<file path="config.mk">
export PLATFORM = sky130hd
export DESIGN_NAME = fsm_seq_monitor
export DESIGN_NICKNAME = d
export VERILOG_FILES = /design/src/rtl/fsm_pkg.sv /design/src/rtl/seq_event_fifo.sv /design/src/rtl/fsm_seq_monitor.sv
export SDC_FILE = /design/constraint.sdc
export NUM_CORES = 1
export LEC_CHECK = 0
export ABC_AREA = 1
export CAP_MARGIN = 25
export CORE_AREA = 2 2 89 134
export CTS_BUF_LIST = sky130_fd_sc_hd__clkbuf_4 sky130_fd_sc_hd__clkbuf_8
export CTS_CLUSTER_DIAMETER = 40
export DETAILED_ROUTE_END_ITERATION = 6
export DIE_AREA = 0 0 91 136
export PLACE_DENSITY_LB_ADDON = 0.3
export SETUP_SLACK_MARGIN = 0.4
export SLEW_MARGIN = 40
export SYNTH_ARGS = -nofsm -noshare
export SYNTH_HDL_FRONTEND = slang
export SYNTH_SLANG_ARGS = --single-unit
</file>
<file path="constraint.sdc">
create_clock -name clk -period 5.4 [get_ports clk]
set_input_delay 0.81 -clock clk [delete_from_list [all_inputs] [get_ports clk]]
set_output_delay 0.81 -clock clk [all_outputs]
set_load 0.05 [all_outputs]
</file>
<file path="src/rtl/fsm_pkg.sv">
// Shared definitions for the FSM controller and its sequence monitor:
// output code values, monitor state encoding and a resync helper.
package fsm_pkg;

    localparam int CODE_SAFE = 0;
    localparam int CODE_A    = 1;
    localparam int CODE_B    = 2;

    typedef enum logic [1:0] {
        MON_IDLE = 2'd0,
        MON_A    = 2'd1,
        MON_B    = 2'd2
    } mon_state_t;

    // After an illegal transition the monitor follows whatever code it saw;
    // SAFE and any out-of-range code both land in MON_IDLE.
    function automatic mon_state_t resync_state(input logic is_a, input logic is_b);
        mon_state_t st;
        st = MON_IDLE;
        if (is_a) begin
            st = MON_A;
        end else if (is_b) begin
            st = MON_B;
        end
        return st;
    endfunction

endpackage

</file>
<file path="src/rtl/seq_event_fifo.sv">
// Small synchronous FIFO for completed-sequence records. The head entry is held
// in its own register so the consumer never sees a memory read mux settle.
module seq_event_fifo #(
    parameter int DEPTH  = 4,
    parameter int DATA_W = 8
) (
    input  logic              clk,
    input  logic              rst,
    input  logic              push,
    input  logic [DATA_W-1:0] push_data,
    input  logic              pop,
    output logic              full,
    output logic              empty,
    output logic [DATA_W-1:0] head_data
);

    localparam int PTR_W = (DEPTH > 1) ? $clog2(DEPTH) : 1;
    localparam logic [PTR_W:0] CNT_FULL = (PTR_W + 1)'(DEPTH);
    localparam logic [PTR_W:0] CNT_ONE  = (PTR_W + 1)'(1);

    logic [DATA_W-1:0] r_mem [DEPTH];
    logic [PTR_W-1:0]  r_wr_ptr;
    logic [PTR_W-1:0]  r_rd_ptr;
    logic [PTR_W:0]    r_count;
    logic [DATA_W-1:0] r_head;

    logic              w_do_push;
    logic              w_do_pop;
    logic [PTR_W-1:0]  w_rd_ptr_inc;

    assign empty        = (r_count == '0);
    assign full         = (r_count == CNT_FULL);
    assign head_data    = r_head;
    assign w_do_pop     = pop & ~empty;
    // A pop in the same cycle frees the slot, so a push at full still lands.
    assign w_do_push    = push & (~full | w_do_pop);
    assign w_rd_ptr_inc = r_rd_ptr + PTR_W'(1);

    always_ff @(posedge clk) begin
        if (w_do_push) begin
            r_mem[r_wr_ptr] <= push_data;
        end
    end

    always_ff @(posedge clk) begin
        if (rst) begin
            r_wr_ptr <= '0;
            r_rd_ptr <= '0;
            r_count  <= '0;
            r_head   <= '0;
        end else begin
            if (w_do_push) begin
                r_wr_ptr <= r_wr_ptr + PTR_W'(1);
            end
            if (w_do_pop) begin
                r_rd_ptr <= w_rd_ptr_inc;
            end

            if (w_do_push && !w_do_pop) begin
                r_count <= r_count + CNT_ONE;
            end else if (!w_do_push && w_do_pop) begin
                r_count <= r_count - CNT_ONE;
            end

            // With two or more entries the successor is already in memory;
            // otherwise the new head can only be the entry arriving now.
            if (w_do_pop) begin
                if (r_count > CNT_ONE) begin
                    r_head <= r_mem[w_rd_ptr_inc];
                end else if (w_do_push) begin
                    r_head <= push_data;
                end
            end else if (w_do_push && empty) begin
                r_head <= push_data;
            end
        end
    end

endmodule

</file>
<file path="src/rtl/fsm_seq_monitor.sv">
// Watches the controller's code stream, flags illegal transitions and queues
// one record per completed SAFE->A->B->SAFE sequence for a downstream consumer.
module fsm_seq_monitor
    import fsm_pkg::*;
#(
    parameter int WIDTH = 8,
    parameter int CNT_W = 8,
    parameter int DEPTH = 4
) (
    input  logic             clk,
    input  logic             rst,
    input  logic [WIDTH-1:0] code_in,
    output logic             evt_valid,
    input  logic             evt_ready,
    output logic [CNT_W-1:0] evt_seq_id,
    output logic             err_sticky,
    output logic             ovf_sticky,
    output logic [CNT_W-1:0] err_count,
    input  logic             clr_sticky,
    output logic [1:0]       dbg_state
);

    // Handshake: the head record transfers on any clk edge where
    // evt_valid && evt_ready; evt_seq_id holds steady until that edge.

    mon_state_t       r_state;
    mon_state_t       w_next_state;
    logic [CNT_W-1:0] r_seq_cnt;
    logic             r_err_sticky;
    logic             r_ovf_sticky;
    logic [CNT_W-1:0] r_err_count;

    logic             w_is_safe;
    logic             w_is_a;
    logic             w_is_b;
    logic             w_illegal;
    logic             w_complete;
    logic             w_fifo_full;
    logic             w_fifo_empty;
    logic             w_pop;
    logic             w_drop;
    logic [CNT_W-1:0] w_head_id;

    // Full-width compares so that e.g. 8'h101-style aliases never look legal.
    assign w_is_safe = (code_in == WIDTH'(CODE_SAFE));
    assign w_is_a    = (code_in == WIDTH'(CODE_A));
    assign w_is_b    = (code_in == WIDTH'(CODE_B));

    always_comb begin
        w_next_state = MON_IDLE;
        w_illegal    = 1'b1;
        w_complete   = 1'b0;
        case (r_state)
            MON_IDLE: begin
                if (w_is_safe) begin
                    w_next_state = MON_IDLE;
                    w_illegal    = 1'b0;
                end else if (w_is_a) begin
                    w_next_state = MON_A;
                    w_illegal    = 1'b0;
                end
            end
            MON_A: begin
                if (w_is_b) begin
                    w_next_state = MON_B;
                    w_illegal    = 1'b0;
                end
            end
            MON_B: begin
                if (w_is_safe) begin
                    w_next_state = MON_IDLE;
                    w_illegal    = 1'b0;
                    w_complete   = 1'b1;
                end
            end
            default: begin
                w_illegal = 1'b1;
            end
        endcase
        if (w_illegal) begin
            w_next_state = resync_state(w_is_a, w_is_b);
        end
    end

    always_ff @(posedge clk) begin
        if (rst) begin
            r_state <= MON_IDLE;
        end else begin
            r_state <= w_next_state;
        end
    end

    assign w_pop  = evt_ready & ~w_fifo_empty;
    assign w_drop = w_complete & w_fifo_full & ~w_pop;

    seq_event_fifo #(
        .DEPTH  (DEPTH),
        .DATA_W (CNT_W)
    ) u_evt_fifo (
        .clk       (clk),
        .rst       (rst),
        .push      (w_complete),
        .push_data (r_seq_cnt),
        .pop       (w_pop),
        .full      (w_fifo_full),
        .empty     (w_fifo_empty),
        .head_data (w_head_id)
    );

    // The ID advances even when the record is dropped, leaving a visible gap.
    always_ff @(posedge clk) begin
        if (rst) begin
            r_seq_cnt <= '0;
        end else if (w_complete) begin
            r_seq_cnt <= r_seq_cnt + CNT_W'(1);
        end
    end

    // A new event in the clearing cycle takes priority over the clear.
    always_ff @(posedge clk) begin
        if (rst) begin
            r_err_sticky <= 1'b0;
            r_err_count  <= '0;
            r_ovf_sticky <= 1'b0;
        end else begin
            if (w_illegal) begin
                r_err_sticky <= 1'b1;
                if (clr_sticky) begin
                    r_err_count <= CNT_W'(1);
                end else if (r_err_count != {CNT_W{1'b1}}) begin
                    r_err_count <= r_err_count + CNT_W'(1);
                end
            end else if (clr_sticky) begin
                r_err_sticky <= 1'b0;
                r_err_count  <= '0;
            end

            if (w_drop) begin
                r_ovf_sticky <= 1'b1;
            end else if (clr_sticky) begin
                r_ovf_sticky <= 1'b0;
            end
        end
    end

    assign evt_valid  = ~w_fifo_empty;
    assign evt_seq_id = w_head_id;
    assign err_sticky = r_err_sticky;
    assign ovf_sticky = r_ovf_sticky;
    assign err_count  = r_err_count;
    assign dbg_state  = r_state;

endmodule

</file>
==> results of run 1 <==
## cell usage after synthesis, drive strengths merged, types with 5 or more instances
master,number,area [um2]
o21ai,19,106
buf,6,45.0
nand3,20,100
nand2,78,303
nor2,54,246
edfxtp,32,961
a21oi,28,140
dfxtp,35,701
nor3,5,30.0
ha,11,138
inv,52,195
## cell families after synthesis
logic type               count (synthesis)  share of synthesized area (%)
AND/OR/NAND/NOR                        163                           22.5
flip-flops                              67                           52.1
AO/OA/AOI/OAI                           64                           11.6
buffers and inverters                   60                           7.76
adder cells (fa/ha/maj)                 11                           4.31
XOR/XNOR                                 5                           1.37
multiplexers                             1                          0.314
## placed cells by master, fill, tap and decap left out, drive strengths merged, types with 12 or more instances in the layout
cell type	Yosys	routed
a21oi	28	28
clkbuf	1	12
clkdlybuf4s50	0	32
dfxtp	35	35
edfxtp	32	32
inv	52	52
nand2	78	78
nand3	20	20
nor2	54	54
o21ai	19	19
## flip-flops by register name (all words and copies together), names as in the netlist
| register | flops |
|---|---|
| u_evt_fifo.r_mem | 32 |
| err_count | 8 |
| r_seq_cnt | 8 |
| u_evt_fifo.head_data | 8 |
| u_evt_fifo.r_count | 3 |
| dbg_state | 2 |
| u_evt_fifo.r_rd_ptr | 2 |
| u_evt_fifo.r_wr_ptr | 2 |
| err_sticky | 1 |
| ovf_sticky | 1 |
## layer usage
metal / share of wire [%] / routed length [um] / vias up
met5: 0 / 0 / -
li1: - / - / 1291
met2: 54 / 4110 / 58
met1: 40 / 3020 / 1187
met3: 3.1 / 239 / 16
met4: 3.3 / 248 / 0
## power breakdown
group          leakage (nW)  internal (mW)  switching (mW)
combinational         0.765          0.118           0.225
sequential            0.599          0.555          0.0349
clock                0.0997          0.225           0.179
total                  1.46          0.899           0.438
## worst max-delay path: cells and delay by family (launching register included)
kind | cells | cell delay [ps]
fa+ha+maj | 1 | 220
flops | 1 | 380
buf+inv | 2 | 880
simple gates | 1 | 90
## worst paths after layout
check	from	to	slack (ps)	depth (start not counted)
max	u_evt_fifo.r_count[0]	evt_valid	2680	4
min reg2reg	ovf_sticky	ovf_sticky	480	1
min	ovf_sticky	ovf_sticky	480	1
max reg2reg	u_evt_fifo.r_count[0]	u_evt_fifo.r_mem[0][3]	3310	7
## stage by stage
stage / instances / utilization, % / power [mW]
after floorplan: 371 / - / 0.860
after global placement: 546 / 32.3 / 0.943
after detailed placement: 546 / 32.3 / 0.946
after CTS: 562 / 34.0 / 1.35
after global routing: 562 / 34.0 / 1.41
final: 562 / 34.0 / 1.34
## final cells by class
type	instances	area (um2)	share of cell area [%]
Clock buffer	12	146	3.81
Timing Repair Buffer	32	320	8.34
Sequential cell	67	1660	43.3
Tap cell	150	188	4.89
Multi-Input combinational cell	244	1280	33.4
Clock inverter	4	42.5	1.11
Inverter	53	199	5.18
==> results.md, run 1 <==
* Ant. Diodes at 0
* Syn nets at 394
* Worst Hold Class: reg -> reg
* Die ar. at ~12000 um2
* Largest net degree at the start of global routing at 20
* Cell Rows at 48
* Main flop type after synthesis: dfxtp_1
* Final worst-path cycle share at between 50% and 60%
* Dpl ws at roughly 2400 ps
* Met3 Use GR at 2.61%
* Fmax achieved at about 370 MHz
* Post-synth cell types at 37
* Post-CTS sizing at 0
* Critical path class: reg -> out
* Core area at roughly 11000 um2
* H-tree levels at 3
* Filler cells at 1225
* Crit path largest cell delay at about 800 ps
* Routed wire per std cell at roughly 14 um
* Sequential fraction of the synthesis area at ~52%
* Cell area after layout at around 3800 um2
* Die Wd at 91 um
* Initial antenna violation count at 0
* RSZ-0062 raised after global routing: false
* Critical-path cell list: inv_2, ha_1, nand2_2, clkdlybuf4s50_1
* Post-CTS setup buffer count at 0
* RePlAce Congestion at between 0.8 and 0.9
* Worst-path clk slew at approximately 70 ps
* Worst-margin pin slew at 663 ps
* Worst vdd ir at 0.000132 V
* Residual DRC at 0
* Max Cap Viol at 0
* Sink Count at 67
* Number of synthesis warnings at 0
* Congestion Overflow GR at 0
* Setup violations, final at 0
* Global Route Usage Sum at between 10% and 20%
* Pwr Density at around 350 nW/um2
* Worst clock skew at between 10 and 15 ps
* LEAKAGE at ~1.5 nW
* Final slew viol count at 0
* Flops & latches, synth at 67
* Worst Path Max Fanout at 5
* Layout cells sized above 1 at ~8.0%
* First-pass GRT wire length at around 13000 um
* Final HPWL DP at 5680 um
* DR iter-0 viols at roughly 190
* Cts bufs inserted at 9
* Post-CTS Hold Fix Bufs at 0
* CTS Buffer Depth at 2
* Via count at approximately 2.6k
* CP Data Required Time at approximately 4600 ps
* Detailed Route WL at between 7000 and 8000 um
* Post-synth ARST share at 0%
* Vias in the first global route at roughly 2.6k
* Post-layout min period at around 2700 ps
* Final Hold Viols at 0
* Worst rel slew slack at a little under three fifths
* Nets at 430
* PortBufs at 32
* Hold_ws at between 400 and 500 ps
* Die Ht at between 100 and 150 um
* Drt first pass iters at 4
* Skew-Pair Late Insertion Delay at 340 ps
* Worst path slowest cell: clkdlybuf4s50_1
* CP endpoint kind: primary output
* CTS tree: done
* Antenna viol nets, final at 0
* Outcome: completed
* CP arrival at between 1500 and 2000 ps
* # IOs at 33
* Via density at roughly 4.5
* Setup TNS at 0 ps
* Cells after synthesis at roughly 370
* Synthesized area at between 3000 and 4000 um2
* Area Overhead vs Synth at 20.3%
* Root Buffer: clkbuf_8
* Initial Util at between 20 and 30%
* Global routing usage on met2 at between 20% and 30%
* Worst setup margin at about 2700 ps
* DP Area at 3650 um2
* Post-synth EDFFs at 32
* Syn_area_per_cell at roughly 8.6 um2
* GR peak layer: met2
* Met1 usage at 13.4%
* Critical path startpoint category: flop
Note: power is estimated with default switching activity, not from simulation.
==> run 2: changes to the inputs <==
- clock period: 5.4 -> 2.6 ns (I/O delays scaled with it)
==> run 2 against run 1 <==
  * Global-route usage decreased by 0.42 points
  * Clock skew decreased by 4.9 ps
  * Via count decreased by 0.90%
  * Clock power increased by 86%
  * Routed wire length decreased by 2.4%
  * Register-to-register slack got worse by 2600 ps
  * Non-clock buffer count increased by 7
  * First-iteration DRC count decreased by 59%
  * Sequential share of layout area decreased by 0.35 points
  * Critical path depth unchanged
  * Hold slack got worse by 6.9 ps
  * Largest cell class unchanged
==> results.md, run 2 (synthesis results as in run 1) <==
* Initial Util at 28.3%
* Die Ht at about 140 um
* Via count at 2529
* Setup violations, final at 0
* Max Cap Viol at 0
* # IOs at 33
* Final worst-path cycle share at around four fifths
* CP startpoint: u_evt_fifo.r_count[0]
* CTS Buffer Depth at 2
* Crit path largest cell delay at 530 ps
* Gate power share at ~28%
* Worst vdd ir at approximately 0.00027 V
* Sw frac at between 30% and 40%
* Dpl cells at ~550
* Final HPWL DP at around 5500 um
* Buf/Inv on CP at 2
* DR iter-0 viols at 80
* HP Start: ovf_sticky
* Flop-to-flop setup slack at between 700 and 800 ps
* Routed wire per std cell at approximately 13 um
* Largest net degree at the start of global routing at 17
* RSZ-0062 raised after global routing: false
* Worst Hold Class: reg -> reg
* Final core occ at ~34%
* Cell Rows at 48
* CP arrival at approximately 1600 ps
* Worst setup margin at around 570 ps
* Die ar. at ~12000 um2
* Nets at 437
* Worst-margin pin slew at 569 ps
* Fmax achieved at around 490 MHz
* Skew-Pair Late Insertion Delay at between 300 and 400 ps
* Area Overhead vs Synth at 21.3%
* CP endpoint kind: primary output
* Worst path top cell family by delay: buffers and inverters
* Most common cell after layout, fill and taps aside: nand2_1
* Seq pwr share at approximately 44%
* Worst path slowest cell: dlygate4sd2_1
* P_sw at 0.961 mW
* Critical-path cell list: inv_2, ha_1, nand2_2, dlygate4sd2_1
* Congestion Overflow GR at 0
* Final Hold Viols at 0
* Final slew viol count at 0
* Worst clock skew at roughly 6.4 ps
* Worst Path Max Fanout at 5
* R2R depth at 10
* LEAKAGE at roughly 1.5 nW
* Post-layout min period at about 2000 ps
* Dpl ws at 262 ps
* Final Instance Count excl. Fillers at roughly 570
* Clock network power share at 27.7%
* Worst rel slew slack at 61.9%
* Global Route Usage Sum at 12.8%
* Internal Power at ~1.7 mW
* Die Wd at just over 90 um
* Register with the most flip-flops: u_evt_fifo.r_mem
* Residual DRC at 0
* Layout cells sized above 1 at roughly a tenth
* Setup TNS at 0 ps
* Antenna viol nets, final at 0
* Drt first pass iters at 4
* Cts bufs inserted at 9
* Cell area after layout at 3870 um2
* Critical path class: reg -> out
* Initial antenna violation count at 0
* Ant. Diodes at 0
* Most frequent cells in the layout: nand2_1, nor2_1, inv_1, dfxtp_1, edfxtp_1
* Outcome: completed
* CP Data Required Time at 2210 ps
* DP Area at approximately 3700 um2
* PortBufs at 32
* Vias in the first global route at between 2k and 3k
* Critical path startpoint category: flop
* Reg-to-Reg Start: u_evt_fifo.r_count[0]
* Core area at 11300 um2
* Root Buffer: clkbuf_8
* H-tree levels at 3
* Largest register FFs at 32
* First-pass GRT wire length at about 12000 um
* Sink Count at 67
* Worst-path clk slew at 80 ps
* RePlAce Congestion at between 0.7 and 0.8
* Worst flop-to-flop path endpoint: u_evt_fifo.r_count[2]
* WHS Endpoint: ovf_sticky
* Pwr Density at roughly 700 nW/um2
* CTS tree: done
* Detailed Route WL at roughly 7400 um
* Cells on Worst Hold Path at 1
* Via density at 4.44
==> run 2: changes by cell type in the layout (fill, tap and decap cells not counted), sizes merged <==
cell	delta
buf	+7
bufinv	-1
clkbuf	-3
clkdlybuf4s50	-1
clkinv	+3
clkinvlp	+1
dlygate4sd2	+1
==> run 2: repair_timing <==
| action | 4_1_cts | 5_1_grt |
|---|---|---|
| setup buffers | 0 | 0 |
| hold buffers | 0 | 0 |
| resized for setup | 1 | 0 |
| setup endpoints to repair | 1 | 0 |
==> run 2: how the worst max path moves through the flow <==
stage / depth (start not counted) / endpoint
5_1_grt: 11 / u_evt_fifo.r_count[2]
2_1_floorplan: 6 / u_evt_fifo.r_mem[0][0]
6_report: 4 / evt_valid
3_3_place_gp: 11 / u_evt_fifo.r_count[2]
3_5_place_dp: 11 / u_evt_fifo.r_count[2]
4_1_cts: 4 / evt_valid
==> run 2: stage by stage <==
stage | hold slack (ps) | total power [mW]
global placement | 453 | 1.99
detailed placement | 457 | 2.00
floorplan | 463 | 1.80
finish | 473 | 2.71
CTS | 476 | 2.74
global route | 499 | 2.87
==> run 2: per-layer routing <==
metal,track usage (%),part of all wire (%)
met1,13.0,40
met2,23.9,54
met3,3.33,3.4
met4,6.82,2.5
met5,0,0
==> run 2: power by group through the flow <==
stage | clock network, mW | logic (mW) | registers, mW
3_3_place_gp | 0 | 0.766 | 1.22
6_report | 0.750 | 0.759 | 1.20
2_1_floorplan | 0 | 0.479 | 1.32
5_1_grt | 0.815 | 0.842 | 1.21
3_5_place_dp | 0 | 0.775 | 1.22
4_1_cts | 0.771 | 0.769 | 1.20
==> run 2: final cells by class <==
class	count	area, um2
multi-input cells	244	1280
flip-flops and latches	67	1660
repair buffers	39	372
clock buffers	9	124
clock inverters	7	45.0
fillers	1230	7420
well taps	150	188
inverters	53	199
==> run 2: worst register-to-register path: stages (launching register included) <==
cell and delay [ps]:
dfxtp_1 370, inv_2 80, ha_1 220, nand3_1 90, inv_1 130, nor2_8 170, ha_1 290, nor2_1 110
o21ai_0 100, o21ai_0 160, a21oi_1 60
==> run 3: changes to the inputs <==
- clock period: 2.6 -> 1.86 ns (I/O delays scaled with it)
==> run 3 against run 2 <==
  * Worst setup slack got worse by 340 ps
  * Highest routed layer unchanged
  * Via count up 4.8%
  * Sequential share of layout area is 4.5 points lower
  * Final area grew 14%
  * Non-clock buffer count increased by 31
  * Clock skew grew 2.6 ps
  * Largest cell class unchanged
  * Hold slack lost 54 ps
  * Global-route usage grew 0.15 points
==> results.md, run 3 (synthesis results as in run 1) <==
* Outcome: completed
* Metal-1 WL at 3010 um
* Final worst-path cycle share at 87.8%
* Critical path class: reg -> reg
* Worst-margin pin slew at roughly 350 ps
* Critical-path cell list: inv_4, buf_6, ha_4, a21oi_2, nor2_2, nor2_4, buf_12, o211ai_1, a21oi_1, nor2_1
* Global Route Usage Sum at 13.0%
* # IOs at 33
* Worst path slowest cell: dfxtp_2
* Worst Path Max Fanout at 7
* Post-CTS Hold Fix Bufs at 0
* Worst clock skew at roughly 9 ps
* Worst Hold Class: in -> reg
* Nets at approximately 470
* Tot Pwr at 4.32 mW
* Final HPWL DP at between 5000 and 6000 um
* Highest routed layer: met4
* Die Ht at between 100 and 150 um
* Cts bufs inserted at 9
* CP Data Required Time at roughly 2100 ps
* Skew-Pair Late Insertion Delay at approximately 350 ps
* Largest register FFs at 32
* Critical path startpoint category: flop
* Vias in the first global route at between 2k and 3k
* Worst-path clk slew at 80 ps
* Die Wd at ~90 um
* Residual DRC at 0
* CP endpoint kind: flop
* Drt first pass iters at 7
* Max Cap Viol at 0
* Final core occ at approximately two fifths
* Ant. Diodes at 0
* Most common cell after layout, fill and taps aside: nand2_1
* Sink Count at 67
* CTS tree: done
* Fmax achieved at 613 MHz
* Met2 WL at about 4200 um
* Worst rel slew slack at between 70% and 80%
* Worst path top cell family by delay: flip-flops
* LEAKAGE at roughly 1.7 nW
* Post-layout min period at between 1500 and 2000 ps
* Register with the most flip-flops: u_evt_fifo.r_mem
* Final Hold Viols at 0
* Setup TNS at 0 ps
* Buf/Inv on CP at 3
* Core area at 11300 um2
* DP Area at between 3000 and 4000 um2
* PortBufs at 32
* Pwr Density at between 900 and 1000 nW/um2
* DR iter-0 viols at about 170
* Via count at about 2.7k
* Cell area after layout at 4400 um2
* RSZ-0062 raised after global routing: true
* Initial antenna violation count at 0
* Via density at approximately 4.4
* First-pass GRT wire length at about 13000 um
* Cell Rows at 48
* H-tree levels at 3
* Most frequent cells in the layout: nand2_1, inv_1, nor2_1, edfxtp_1, buf_4
* Setup violations, final at 0
* CTS Buffer Depth at 2
* Detailed Route WL at between 7000 and 8000 um
* Area Overhead vs Synth at 37.8%
* Routed wire per std cell at 12.8 um
* Largest net degree at the start of global routing at 17
* CP arrival at between 1500 and 2000 ps
* Antenna viol nets, final at 0
* Congestion Overflow GR at 0
* Final slew viol count at 0
* Hold_ws at approximately 420 ps
* RePlAce Congestion at between 0.8 and 0.9
* Crit path largest cell delay at ~360 ps
* Flop-to-flop setup slack at about 230 ps
* Layout cells sized above 1 at a little under a third
* Root Buffer: clkbuf_8
* Worst vdd ir at between 0.0003 and 0.0004 V
* Initial Util at ~28%
* Die ar. at between 10000 and 15000 um2
* Metal3 WL at around 250 um
## run 3: cell types whose count changed in the layout (fill, tap and decap cells not counted), moves of 5 or more
cell	change
nor2_4	+5
dlygate4sd2_1	+7
dfxtp_2	+13
clkdlybuf4s15_2	+17
nor2_1	-9
buf_4	+23
clkdlybuf4s50_1	-28
dfxtp_1	-16
o21ai_0	-7
## run 3: metal layers
| metal | track usage, % | vias to the layer above |
|---|---|---|
| li1 | - | 1369 |
| met1 | 13.8 | 1208 |
| met2 | 24.2 | 56 |
| met3 | 2.94 | 18 |
| met4 | 5.89 | 0 |
| met5 | 0 | - |
## run 3: per-stage QoR
step | cells | worst slack, ps
2_1_floorplan | 371 | 239
3_3_place_gp | 566 | -238
3_5_place_dp | 566 | -255
4_1_cts | 590 | 218
5_1_grt | 599 | 125
6_report | 599 | 228
## run 3: final cells by class
| type | count | area [um2] |
|---|---|---|
| Sequential cell | 67 | 1690 |
| Clock inverter | 6 | 67.6 |
| Timing Repair Buffer | 70 | 677 |
| Inverter | 53 | 215 |
| Fill cell | 1201 | 6890 |
| Multi-Input combinational cell | 244 | 1440 |
| Tap cell | 150 | 188 |
| Clock buffer | 9 | 124 |
## run 3: final timing paths
check | from | depth (start not counted) | endpoint
worst max register to register | u_evt_fifo.r_count[1] | 10 | u_evt_fifo.head_data[5]
worst min register to register | err_sticky | 2 | err_sticky
worst max-delay path | u_evt_fifo.r_count[1] | 10 | u_evt_fifo.head_data[5]
worst min-delay path | code_in[3] | 6 | dbg_state[1]
## run 3: power breakdown
part / leakage, nW / total (mW) / internal (mW) / switching, mW
clock: 0.0913 / 1.19 / 0.613 / 0.575
sequential: 0.589 / 1.69 / 1.61 / 0.0744
combinational: 1.04 / 1.45 / 0.616 / 0.830
total: 1.72 / 4.32 / 2.84 / 1.48
## run 3: worst reg2reg max path, delay by kind of cell, from the launching register on
kind | cells | cell delay (ps)
flip-flops | 1 | 360
buffers and inverters | 3 | 320
adder cells (fa/ha/maj) | 1 | 140
AO/OA/AOI/OAI | 3 | 360
AND/OR/NAND/NOR | 3 | 340
## run 3: repair_timing
item,CTS,global route
pin swaps,16,20
setup endpoints to repair,72,59
setup buffers,9,8
gates resized for setup,79,32
cloned,0,1
